<file path="config.mk">
export PLATFORM = sky130hd
export DESIGN_NAME = bomba_alternador
export DESIGN_NICKNAME = d
export VERILOG_FILES = /design/src/rtl/bomba_alternador.sv
export SDC_FILE = /design/constraint.sdc
export NUM_CORES = 1
export LEC_CHECK = 0
export BUFFER_PORTS_ARGS = -buffer_cell sky130_fd_sc_hd__buf_2
export CAP_MARGIN = 10
export CORE_ASPECT_RATIO = 1.1
export CORE_UTILIZATION = 58
export DETAILED_ROUTE_END_ITERATION = 10
export MAX_ROUTING_LAYER = met4
export PLACE_DENSITY_LB_ADDON = 0.15
export SLEW_MARGIN = 5
export SYNTH_ARGS = -nofsm -noshare
export SYNTH_HDL_FRONTEND = slang
export SYNTH_SLANG_ARGS = --single-unit
</file>
<file path="constraint.sdc">
create_clock -name ck -period 3.6 [get_ports ck]
set_input_delay 0.36 -clock ck [delete_from_list [all_inputs] [get_ports ck]]
set_output_delay 0.36 -clock ck [all_outputs]
set_load 0.02 [all_outputs]
</file>
<file path="src/rtl/bomba_alternador.sv">
// Duplex pump lead/lag scheduler for tank filling.
// Alternates the lead pump per completed fill cycle, adds the lag pump on
// persistent demand, enforces minimum run/rest times and traps invalid
// sensor codes in a fault state.
// Optional feature macro: BOMBA_CICLOS_EN builds the completed-cycle counter
// behind ciclos_o; when undefined ciclos_o is tied to zero.
module bomba_alternador #(
  parameter int unsigned MIN_ON     = 16,
  parameter int unsigned MIN_OFF    = 8,
  parameter int unsigned ASSIST_CYC = 32,
  parameter int unsigned TW         = 8
) (
  input  logic       ck,
  input  logic       rst_i,
  input  logic [2:0] sensores_i,
  output logic       bomba_a_o,
  output logic       bomba_b_o,
  output logic       alarma_o,
  output logic       lider_o,
  output logic [2:0] estado_o,
  output logic [7:0] ciclos_o
);

  localparam logic [TW-1:0] ON_LIM     = TW'(MIN_ON - 1);
  localparam logic [TW-1:0] OFF_LIM    = TW'(MIN_OFF - 1);
  localparam logic [TW-1:0] ASSIST_LIM = TW'(ASSIST_CYC - 1);

  typedef enum logic [2:0] {
    REPOSO       = 3'd0,
    MARCHA_LIDER = 3'd1,
    MARCHA_AMBAS = 3'd2,
    DESCANSO     = 3'd3,
    FALLA        = 3'd4
  } estado_t;

  logic [2:0]    s1;
  logic [2:0]    s;
  estado_t       estado;
  estado_t       estado_nxt;
  logic [TW-1:0] timer;
  logic [TW-1:0] timer_nxt;
  logic          lider;
  logic          lider_nxt;
  logic          valido;

  // Two-flop synchronizer for the level sensors
  always_ff @(posedge ck or posedge rst_i) begin
    if (rst_i) begin
      s1 <= 3'b000;
      s  <= 3'b000;
    end else begin
      s1 <= sensores_i;
      s  <= s1;
    end
  end

  assign valido = (s == 3'b000) || (s == 3'b001) || (s == 3'b011) || (s == 3'b111);

  // Next-state, lead toggle and timer update
  always_comb begin
    estado_nxt = estado;
    lider_nxt  = lider;
    if (!valido && estado != FALLA) begin
      estado_nxt = FALLA;
    end else begin
      unique case (estado)
        REPOSO: begin
          if (s == 3'b000) estado_nxt = MARCHA_LIDER;
        end
        MARCHA_LIDER: begin
          // Stop has priority over assist; an early full reading is ignored
          if (s == 3'b111 && timer >= ON_LIM) begin
            estado_nxt = DESCANSO;
            lider_nxt  = ~lider;
          end else if (s == 3'b000 && timer == ASSIST_LIM) begin
            estado_nxt = MARCHA_AMBAS;
          end
        end
        MARCHA_AMBAS: begin
          if (s == 3'b111) begin
            estado_nxt = DESCANSO;
            lider_nxt  = ~lider;
          end
        end
        DESCANSO: begin
          if (timer == OFF_LIM) estado_nxt = REPOSO;
        end
        FALLA: begin
          if (valido && timer == OFF_LIM) estado_nxt = DESCANSO;
        end
        default: estado_nxt = REPOSO;
      endcase
    end

    if (estado_nxt != estado) begin
      timer_nxt = '0;
    end else if (estado == FALLA && !valido) begin
      timer_nxt = '0;
    end else if (timer != '1) begin
      timer_nxt = timer + TW'(1);
    end else begin
      timer_nxt = timer;
    end
  end

  // State, timer, lead and registered pump/alarm outputs
  always_ff @(posedge ck or posedge rst_i) begin
    if (rst_i) begin
      estado    <= REPOSO;
      timer     <= '0;
      lider     <= 1'b0;
      bomba_a_o <= 1'b0;
      bomba_b_o <= 1'b0;
      alarma_o  <= 1'b0;
    end else begin
      estado    <= estado_nxt;
      timer     <= timer_nxt;
      lider     <= lider_nxt;
      bomba_a_o <= (estado_nxt == MARCHA_AMBAS) || (estado_nxt == MARCHA_LIDER && !lider_nxt);
      bomba_b_o <= (estado_nxt == MARCHA_AMBAS) || (estado_nxt == MARCHA_LIDER && lider_nxt);
      alarma_o  <= (estado_nxt == FALLA);
    end
  end

  assign estado_o = estado;
  assign lider_o  = lider;

`ifdef BOMBA_CICLOS_EN
  logic [7:0] ciclos;
  logic       fin_ciclo;

  assign fin_ciclo = (estado == MARCHA_LIDER || estado == MARCHA_AMBAS) && (estado_nxt == DESCANSO);

  // Saturating count of completed fill cycles
  always_ff @(posedge ck or posedge rst_i) begin
    if (rst_i) begin
      ciclos <= 8'd0;
    end else if (fin_ciclo && ciclos != 8'hFF) begin
      ciclos <= ciclos + 8'd1;
    end
  end

  assign ciclos_o = ciclos;
`else
  assign ciclos_o = 8'd0;
`endif

endmodule

</file>
; Word-level counts from Yosys, hierarchy flattened
; Index checks and enable logic that the tools add are counted.
[totals]
wordCells = 58
input_bits = 5
out_inout_bits = 15
latchBits = 0
romBits = 0
ram_bits = 0
regBits = 21
mem_count = 0
[classes]
muxes = 15
n_eq_ne = 15
multipliers = 0
n_bitwise = 1
magnitude_cmp = 1
addsub = 1
n_div = 0
reduce_logical = 17
shifts = 0
[ops]
columns = cell, n
row1 = two-way mux 8 bit, 3
row2 = two-way mux 3 bit, 7
row3 = one-hot mux 3 bit (5 select lines), 1
row4 = == test 3 x 2 -> 1 bit (second input constant), 4
row5 = == test 3 x 1 -> 1 bit (second input constant), 3
row6 = == test 3 bit (second input constant), 3
row7 = adder 8 x 1 -> 8 bit (second input constant), 1
row8 = == test 8 x 3 -> 1 bit (second input constant), 1
row9 = == test 8 x 5 -> 1 bit (second input constant), 1
row10 = greater-or-equal comparator 8 x 4 -> 1 bit (second input constant), 1
row11 = != test 8 bit (second input constant), 1
row12 = logical AND 1 bit, 7
row13 = logical NOT 3 bit, 2
row14 = logical OR 1 bit, 5
row15 = two-way mux 1 bit, 3
row16 = != test 3 bit, 1
row17 = != test 3 bit (second input constant), 1
row18 = nonzero test 3 bit, 1
row19 = logical NOT 1 bit, 2
row20 = one-hot mux 1 bit (2 select lines), 1
row21 = NOT 1 bit, 1

; Longest topological paths before layout
; Gate-level depths: netlist of run 1.
[logic_depth]
depth_word = 11
depth_mapped = 8
depth_no_buf = 7

; Worst setup path after synthesis of run 1
; OpenSTA, ideal clock, no wires.
[synth_path]
path_type = reg2reg
startpoint = register timer[5]
endpoint = register timer[6]
t_arrival_ns = 2.253
stages_incl_launch_ff = 8
setup_slack_ns = 1.216
setup_time_ns = 0.131
path_cell_list = dfrtp_1 buf_2 or4_1 o311a_1 a211o_1 mux2_4 o211ai_4 nor3_1
[synth_between]
elab_chain_cells = 8
[synth_lines]
columns = element, line_no
row1 = "start, declared", 40  ; logic [TW-1:0] timer;
row2 = "start signal, assigned", 117  ; timer <= timer_nxt;
row3 = "parallel branches: the longest is 8 deep, another holds greater-or-equal comparator 8 x 4 -> 1 bit", -
; Several ways; the timed one is not identified. The select of a mux whose other input is x is not followed.
; A chain may end at the register's enable or synchronous reset.

; Worst setup path in the final report of run 1
; Same ends and word-level chain as after synthesis.

==> results of run 1 <==
layer usage:
metal	up-vias	wire (um)	GRT usage, %
met4	0	45	14.6
met3	4	99	3.70
met2	37	1090	38.2
li1	447	-	-
met1	444	894	30.4
met5	-	0	-
worst max-delay path: stages, from the launching register on:
cell	delay, ps
dfrtp_1	470
or4_1	580
nor3_1	440
a211o_1	250
mux2_4	320
o211ai_4	290
nor3_1	100
sequential cells by signal, summed over array words and instances, names as in the netlist:
signal / flops
bomba_a_o: 1
estado_o: 3
bomba_b_o: 1
timer: 8
lider_o: 1
s: 3
alarma_o: 1
s1: 3
cell families (layout without fill, tap and decap cells):
family                     count (synthesis)  in the layout
and+or+nand+nor                           48             48
AOI/OAI and AO/OA                         27             27
DFF                                       21             21
buffers and inverters                     18             19
xor gates and xnor gates                   3              3
muxes                                      3              3
adders and majority gates                  1              1
other                                      1              8
through the flow:
stage	utilization, %	total power (W)	worst slack [ps]
after global placement	65.0	0.000289	1170
after global routing	66.6	0.000426	929
after floorplan	-	0.000289	1220
after CTS	66.6	0.000411	1040
final	66.6	0.000404	1040
after detailed placement	65.0	0.000290	1060
cells in the final DEF, fill, tap and decap left out, types with 2 or more instances in the layout:
| cell type | n |
|---|---|
| nor3b_1 | 2 |
| clkbuf_4 | 3 |
| buf_2 | 11 |
| dfrtp_1 | 21 |
| a21o_1 | 2 |
| conb_1 | 8 |
| xnor2_1 | 2 |
| nor4_1 | 2 |
| nand3_1 | 4 |
| a21oi_1 | 7 |
| and4_1 | 2 |
| nor2b_1 | 2 |
| o21bai_1 | 2 |
| nor2_1 | 10 |
| inv_1 | 4 |
| nand2_1 | 5 |
| o21ai_0 | 5 |
| nand4_1 | 7 |
| nor3_1 | 5 |
where the power goes:
| part | total [W] | internal [W] | switching, W |
|---|---|---|---|
| clock | 0.000119 | 0.0000425 | 0.0000760 |
| sequential | 0.000249 | 0.000243 | 0.00000595 |
| combinational | 0.0000359 | 0.0000112 | 0.0000248 |
layout make-up:
cell class,count,share of cell area (%)
multi-input combinational,90,46.3
sequential,21,42.8
clock buffer,3,1.83
clock inverter,1,0.612
tap,27,2.75
timing repair buffer,11,4.49
inverter,4,1.22
path summary, 6_finish.rpt:
check | from | to | cells past startpoint
worst max-delay path | timer[5]$_DFFE_PP0P_ | timer[6]$_DFFE_PP0P_ | 6
worst min-delay path | sensores_i[2] | s1[2]$_DFF_PP0_ | 1
worst max register to register | timer[5]$_DFFE_PP0P_ | timer[6]$_DFFE_PP0P_ | 6
worst min register to register | s1[1]$_DFF_PP0_ | s[1]$_DFF_PP0_ | 0
max in group asynchronous | rst_i | timer[0]$_DFFE_PP0P_ | 2
min in group asynchronous | rst_i | bomba_b_o$_DFF_PP0_ | 2
==> impl_summary.md, run 1 <==
Critical path
The worst endpoint required time is 3810 ps. The kind of capture point of the worst setup path is a register. STA classifies the critical path startpoint as a register. STA puts the critical path data arrival time at 2760 ps. The minimum setup slack among reg-to-reg paths is around 1000 ps.

By startpoint and endpoint, the worst setup path is classified as register to register. The maximum fanout count along the critical path is 8.

Clock network
The post-CTS setup-driven buffer insertion count is 0. The TritonCTS clock tree is done. The total number of clock tree sinks is 21.

For this design, the CTS-stage hold fixing added 0 buffers. Clock latency on the worst-skew pair, taken at its later pin, is 320 ps. The library cell used as clock root buffer is clkbuf_4. The buffer levels on the longest clock path is 2. The clock transition at the registers of the reported paths is 120 ps. Post-CTS repair changed the size of 0 cells. Counting the buffers created by CTS gives 3. The number of levels in the clock H-tree is 1.

GRT
The number of global-route vias before repair came to 941. The number of antenna violations at the first check in global routing is 0. For this run the aggregate overflow at the end of global routing stands at 0.

Entering global routing, the biggest net connects 22 pins. Global routing used 24.8% of the available tracks across all layers. The first global-routing pass estimated 3910 um of wire.

Timing
Setup violations remaining at the end of the flow were counted as 0. The final critical path takes up 71.0% of the cycle. The tightest hold margin is 140 ps.

Summed over all failing endpoints, the final setup total negative slack is 0 ps. Setup repair after global routing left no endpoint under its margin. The final critical path time including I/O delays and setup is 2560 ps.

The final setup skew is 4.53 ps. The highest clock frequency the design can meet is 391 MHz. The hold violation total from the final report was 0. The final-report max-slew violation count was 0. At the pin with the least slew margin, the transition time is 763 ps. The worst pin sits at a relative slew slack of 49.1%.

Layout
The number of diodes is 0. The summed area of non-filler cells in the final layout is 1230 um2. The final layout net count is 137. The register cell area after layout is 526 um2. The layout overhead on the synthesized area is 5.26%. The count of cells in the finished layout, fillers not included, comes to approximately 160. After filler insertion, the fill cell instance count of the layout stands at around 160. The multi-input combinational cells in the finished layout cover a total of 568 um2.

Cells with a size suffix above 1 make up between 10% and 20% of the layout.

Die
During I/O placement, the number of pins put on the boundary was 20. The area of the die is 2190 um2. The initial core utilization is 63.3%. After floorplanning, the core was sized to cover roughly 1800 um2. The cell row count is 16. The vertical die dimension is 49.0 um. Measured along the x axis, the die boundary spans 44.8 um.

Drt
Summing over every cut layer, the via total after detailed routing is a little over 900. The first TritonRoute pass finished after 4 iterations. The detailed router's first-iteration violation count is 29. Dividing the detail-routed via count by the number of cells gives 5.94. In the final routed layout, each cell accounts on average for 13.5 um. After detailed routing, the total wire length is 2130 um. The DRC violation count after routing is 0. The remaining antenna violation count after routing is 0.

Synth
The most used flip-flop cell after synthesis is dfrtp_1. The post-synth design cell area is 1170 um2. The number of instances in the synthesized netlist is 122.

Sorting the synthesized cells by area gives the leading types as dfrtp_1 (45%), buf_4 (5.2%), nand4_1 (3.8%), nor2_1 (3.2%), a21oi_1 (3.0%). The cell with the most instances after synthesis is dfrtp_1. The sequential share of the synthesized area is 45.1%.

In the synthesized netlist, mux cells make up 3.11% of the area. By count the netlist is led by dfrtp_1 (21), nor2_1 (10), buf_4 (8). The fraction of post-synthesis cell area in the top cell type by area is 45.1%.

Counting flops with a built-in enable in the synthesized netlist gives 0. Counting distinct cell types in the post-synthesis netlist gives between 40 and 50. The main combinational cell family by area after synthesis is simple AND/OR/NAND/NOR gates. The cell taking the most area after synthesis is dfrtp_1. The proportion of synthesized flip-flops having asynchronous set or reset is 100%. The post-synthesis sequential element count is 21. The adder-cell share of the synthesized area is ~1.1%.

The fraction of the mapped netlist area in compound gates is 16.6%. The Yosys step of the flow raised 0 warnings. After Yosys synthesis, XOR and XNOR cells account for 2.25% of the synthesized area. Averaged over all synthesized cells, the footprint is 9.56 um2. The area fraction in and, or, nand and nor cells after synthesis is around 23%.

Placed design
The number of port buffers is 11. After legalization and detailed placement, the total HPWL measured 1600 um. The number of placed instances, taps included, is 153. After detailed placement, the total cell area comes to 1200 um2.

At the end of routability-driven placement, the weighted congestion stood at 0.966.

Job
The total of max-cap violations is 0.

Pwr
The static leakage is roughly 0.56 nW. The power per standard cell area is ~330 nW/um2. The worst-case IR drop observed on VDD is 0.295 mV.

Hold path
The worst hold-check path type is input pin to register.

Status
The flow ran to the end, and the final reports show no timing, DRC or antenna violations.
(Power assumes the default switching activity.)
==> run 2, diff against run 1 <==
- CORE_UTILIZATION: 58 -> 49
- clock period: 3.6 -> 2.1 ns (I/O delays scaled with it)
==> run 2 against run 1 <==
  * The flow now finishes with violations (setup timing)
  * Hold slack worse by 110 ps
  * Sequential power up 71%
  * Maximum frequency up 6.6%
  * Clock power up 63%
  * Count of clock-buffer cells in the layout up 1
  * Via count up 5.7%
  * Core utilization down 1.7 points
  * Final area up 19%
  * Total power up 74%
  * Largest cell class unchanged
  * Largest power group unchanged
  * Highest routed layer unchanged
==> impl_summary.md, run 2 (synthesized netlist as in run 1, its figures left out) <==
Clock network
In this run the number of H-tree levels came out at 1. The clock passes through at most 2 buffers. The TritonCTS clock tree is done.

The clock drives 21 sinks. After clock tree synthesis, the clock-pin slew on the worst setup and hold paths is 110 ps. The later pin in the worst-skew pair is clocked with a latency of slightly above 300 ps. The number of CTS-inserted buffers is 3. The tree is rooted in a clkbuf_4.

Timing
The final sum of negative setup slack is -2370 ps. The number of endpoints failing setup at the final stage is 8. The ratio of final minimum period to clock period is 114%. The hold violation total from the final report is 0. Setup slack on the critical path of the routed design comes to -299 ps. Setup repair after global routing could not meet its margin everywhere. Timing would allow up to 417 MHz. For the pin with the worst max-slew slack, the measured transition is 780 ps.

The worst pin sits at a relative slew slack of a little under half. The final-report max-slew violation count is 0. On the final layout, the worst clock skew is 3.51 ps. The final critical path time including I/O delays and setup is 2400 ps.

Layout
The register cell area after layout is roughly 530 um2. The register with the most flip-flops is timer. The post-layout utilization of the core is between 60% and 70%. After the last flow step, the layout net total stands at 159. The filler cells instantiated in the layout total 194. The area growth from synthesis to layout is 25.4%. The count of cells in the finished layout, fillers not included, comes to 182.

The number of flip-flops in the largest register is 8. In the final layout, the multi-input gates occupy 631 um2. The post-route netlist has 30.9% of its cells at a drive strength greater than 1. Leaving out fill and tap cells, the most frequent cells in the layout are dfrtp_1 (21), buf_4 (19), buf_2 (11). The commonest non-fill, non-tap cell in the layout is dfrtp_1. The number of diodes is 0.

Placed design
Before CTS, the worst setup slack after placement is -256 ps. The number of port buffers is 11. Including well taps, the total number of placed cells is around 170. After legalization and detailed placement, the total HPWL measured 1790 um.

The weighted congestion reported at the end of routability-driven placement is 0.986.

Critical path
The count of cell instances traversed by the critical path is 6. The data arrival time of the worst path is approximately 2600 ps. The worst setup path is captured at a register. The critical path class is register to register. The maximum fanout count along the critical path is 8. The slowest library cell on the worst path is or4_4. The worst stage delay on the critical path is 540 ps. The launch point of the critical path is timer[4]$_DFFE_PP0P_. The worst register-to-register path has a depth of 6. STA classifies the critical path startpoint as a register. The largest delay contributor family on the critical path is compound AO/OA/AOI/OAI gates. The critical path goes through or4_4 -> o311a_1 -> a211o_1 -> mux2_4 -> o211ai_4 -> nor2_1. The critical path contains buffers and inverters numbering 0 combined. In this run the critical register-to-register path is launched from timer[4]$_DFFE_PP0P_.

In this run the critical register-to-register path is captured at timer[2]$_DFFE_PP0P_. The setup check on the worst reg-to-reg path leaves a slack of -300 ps. Data on the critical path is required at its endpoint by about 2300 ps.

Die
20 I/O pins were placed. Once the floorplan was initialized, standard cells occupied 51.8% of the core. The die covers 2580 um2. The initialized floorplan defines 18 standard-cell rows. From bottom edge to top edge, the die measures 53.2 um. In this run the standard cell core region covers around 2300 um2.

The width of the chip is 48.5 um.

GRT
The number of antenna violations at the first check in global routing is 0. The maximum number of pins on one net before global-route repair is 22. The global router's overall resource usage is 23.4%. The first global-routing pass estimated 4220 um of wire.

The number of global-route vias before repair is approximately 900. Global routing finished with a remaining overflow of 0.

Status
The run finished, with violations left. The checks that failed: setup timing.

Drt
The DRC violation count after routing is 0. The number of vias per cell after detailed routing is 5.41. The first detailed-routing pass took 4 iterations. The routed length per placed instance is 13.8 um. The detailed router's first-iteration violation count is 10.

For this block, the via count after detailed routing is 985. The detail route stage leaves a number of antenna-violating nets equal to 0. The aggregate routed wire length is ~2500 um.

Hold path
In this run the worst hold path is classified as input pin to async pin.

Pwr
Power spread over the standard cell area amounts to 480 nW/um2. The worst supply voltage drop on vdd is 0.477 mV. The sum of internal, switching and leakage power is between 0.0007 and 0.0008 W. The static leakage is approximately 0.68 nW.

Job
The total of max-cap violations is 0.
run 2: layout make-up:
cell class,instances,area share (%)
Clock buffer,4,1.80
Inverter,4,1.03
Multi-Input combinational cell,90,43.1
Sequential cell,21,35.9
Tap cell,30,2.57
Timing Repair Buffer,33,15.6
run 2: per-stage QoR:
stage / hold slack (ps) / cell area, um2
6_report: 27.4 / 1460
5_1_grt: 100 / 1460
4_1_cts: 37.6 / 1410
3_5_place_dp: 320 / 1340
3_3_place_gp: 320 / 1340
2_1_floorplan: 187 / 1210
run 2: power by group:
group / internal, W / switching (W)
Combinational: 0.0000309 / 0.0000506
Sequential: 0.000417 / 0.00000936
Clock: 0.0000743 / 0.000120
Total: 0.000522 / 0.000180
run 2: worst max path at each step:
stage | slack [ps] | endpoint
finish | -300 | timer[2]$_DFFE_PP0P_
global route | -340 | timer[3]$_DFFE_PP0P_
CTS | -260 | timer[1]$_DFFE_PP0P_
detailed placement | -260 | timer[1]$_DFFE_PP0P_
global placement | -210 | timer[0]$_DFFE_PP0P_
floorplan | -190 | timer[6]$_DFFE_PP0P_
run 2: layer usage:
metal  global-route usage [%]  up-vias  wire, um
met1                     26.9      464      1130
met3                     3.45        4        59
met5                        -        -         0
li1                         -      494         -
met2                     39.7       23      1270
met4                     14.2        0        55
run 2: timing repair:
action | 4_1_cts | 5_1_grt
resized for setup | 3 | 8
pin swaps | 0 | 8
endpoints found under the hold margin | 3 | 0
hold buffers | 3 | 0
endpoints found under the setup margin | 9 | 11
buffers inserted | 1 | 1
gates cloned | 0 | 0
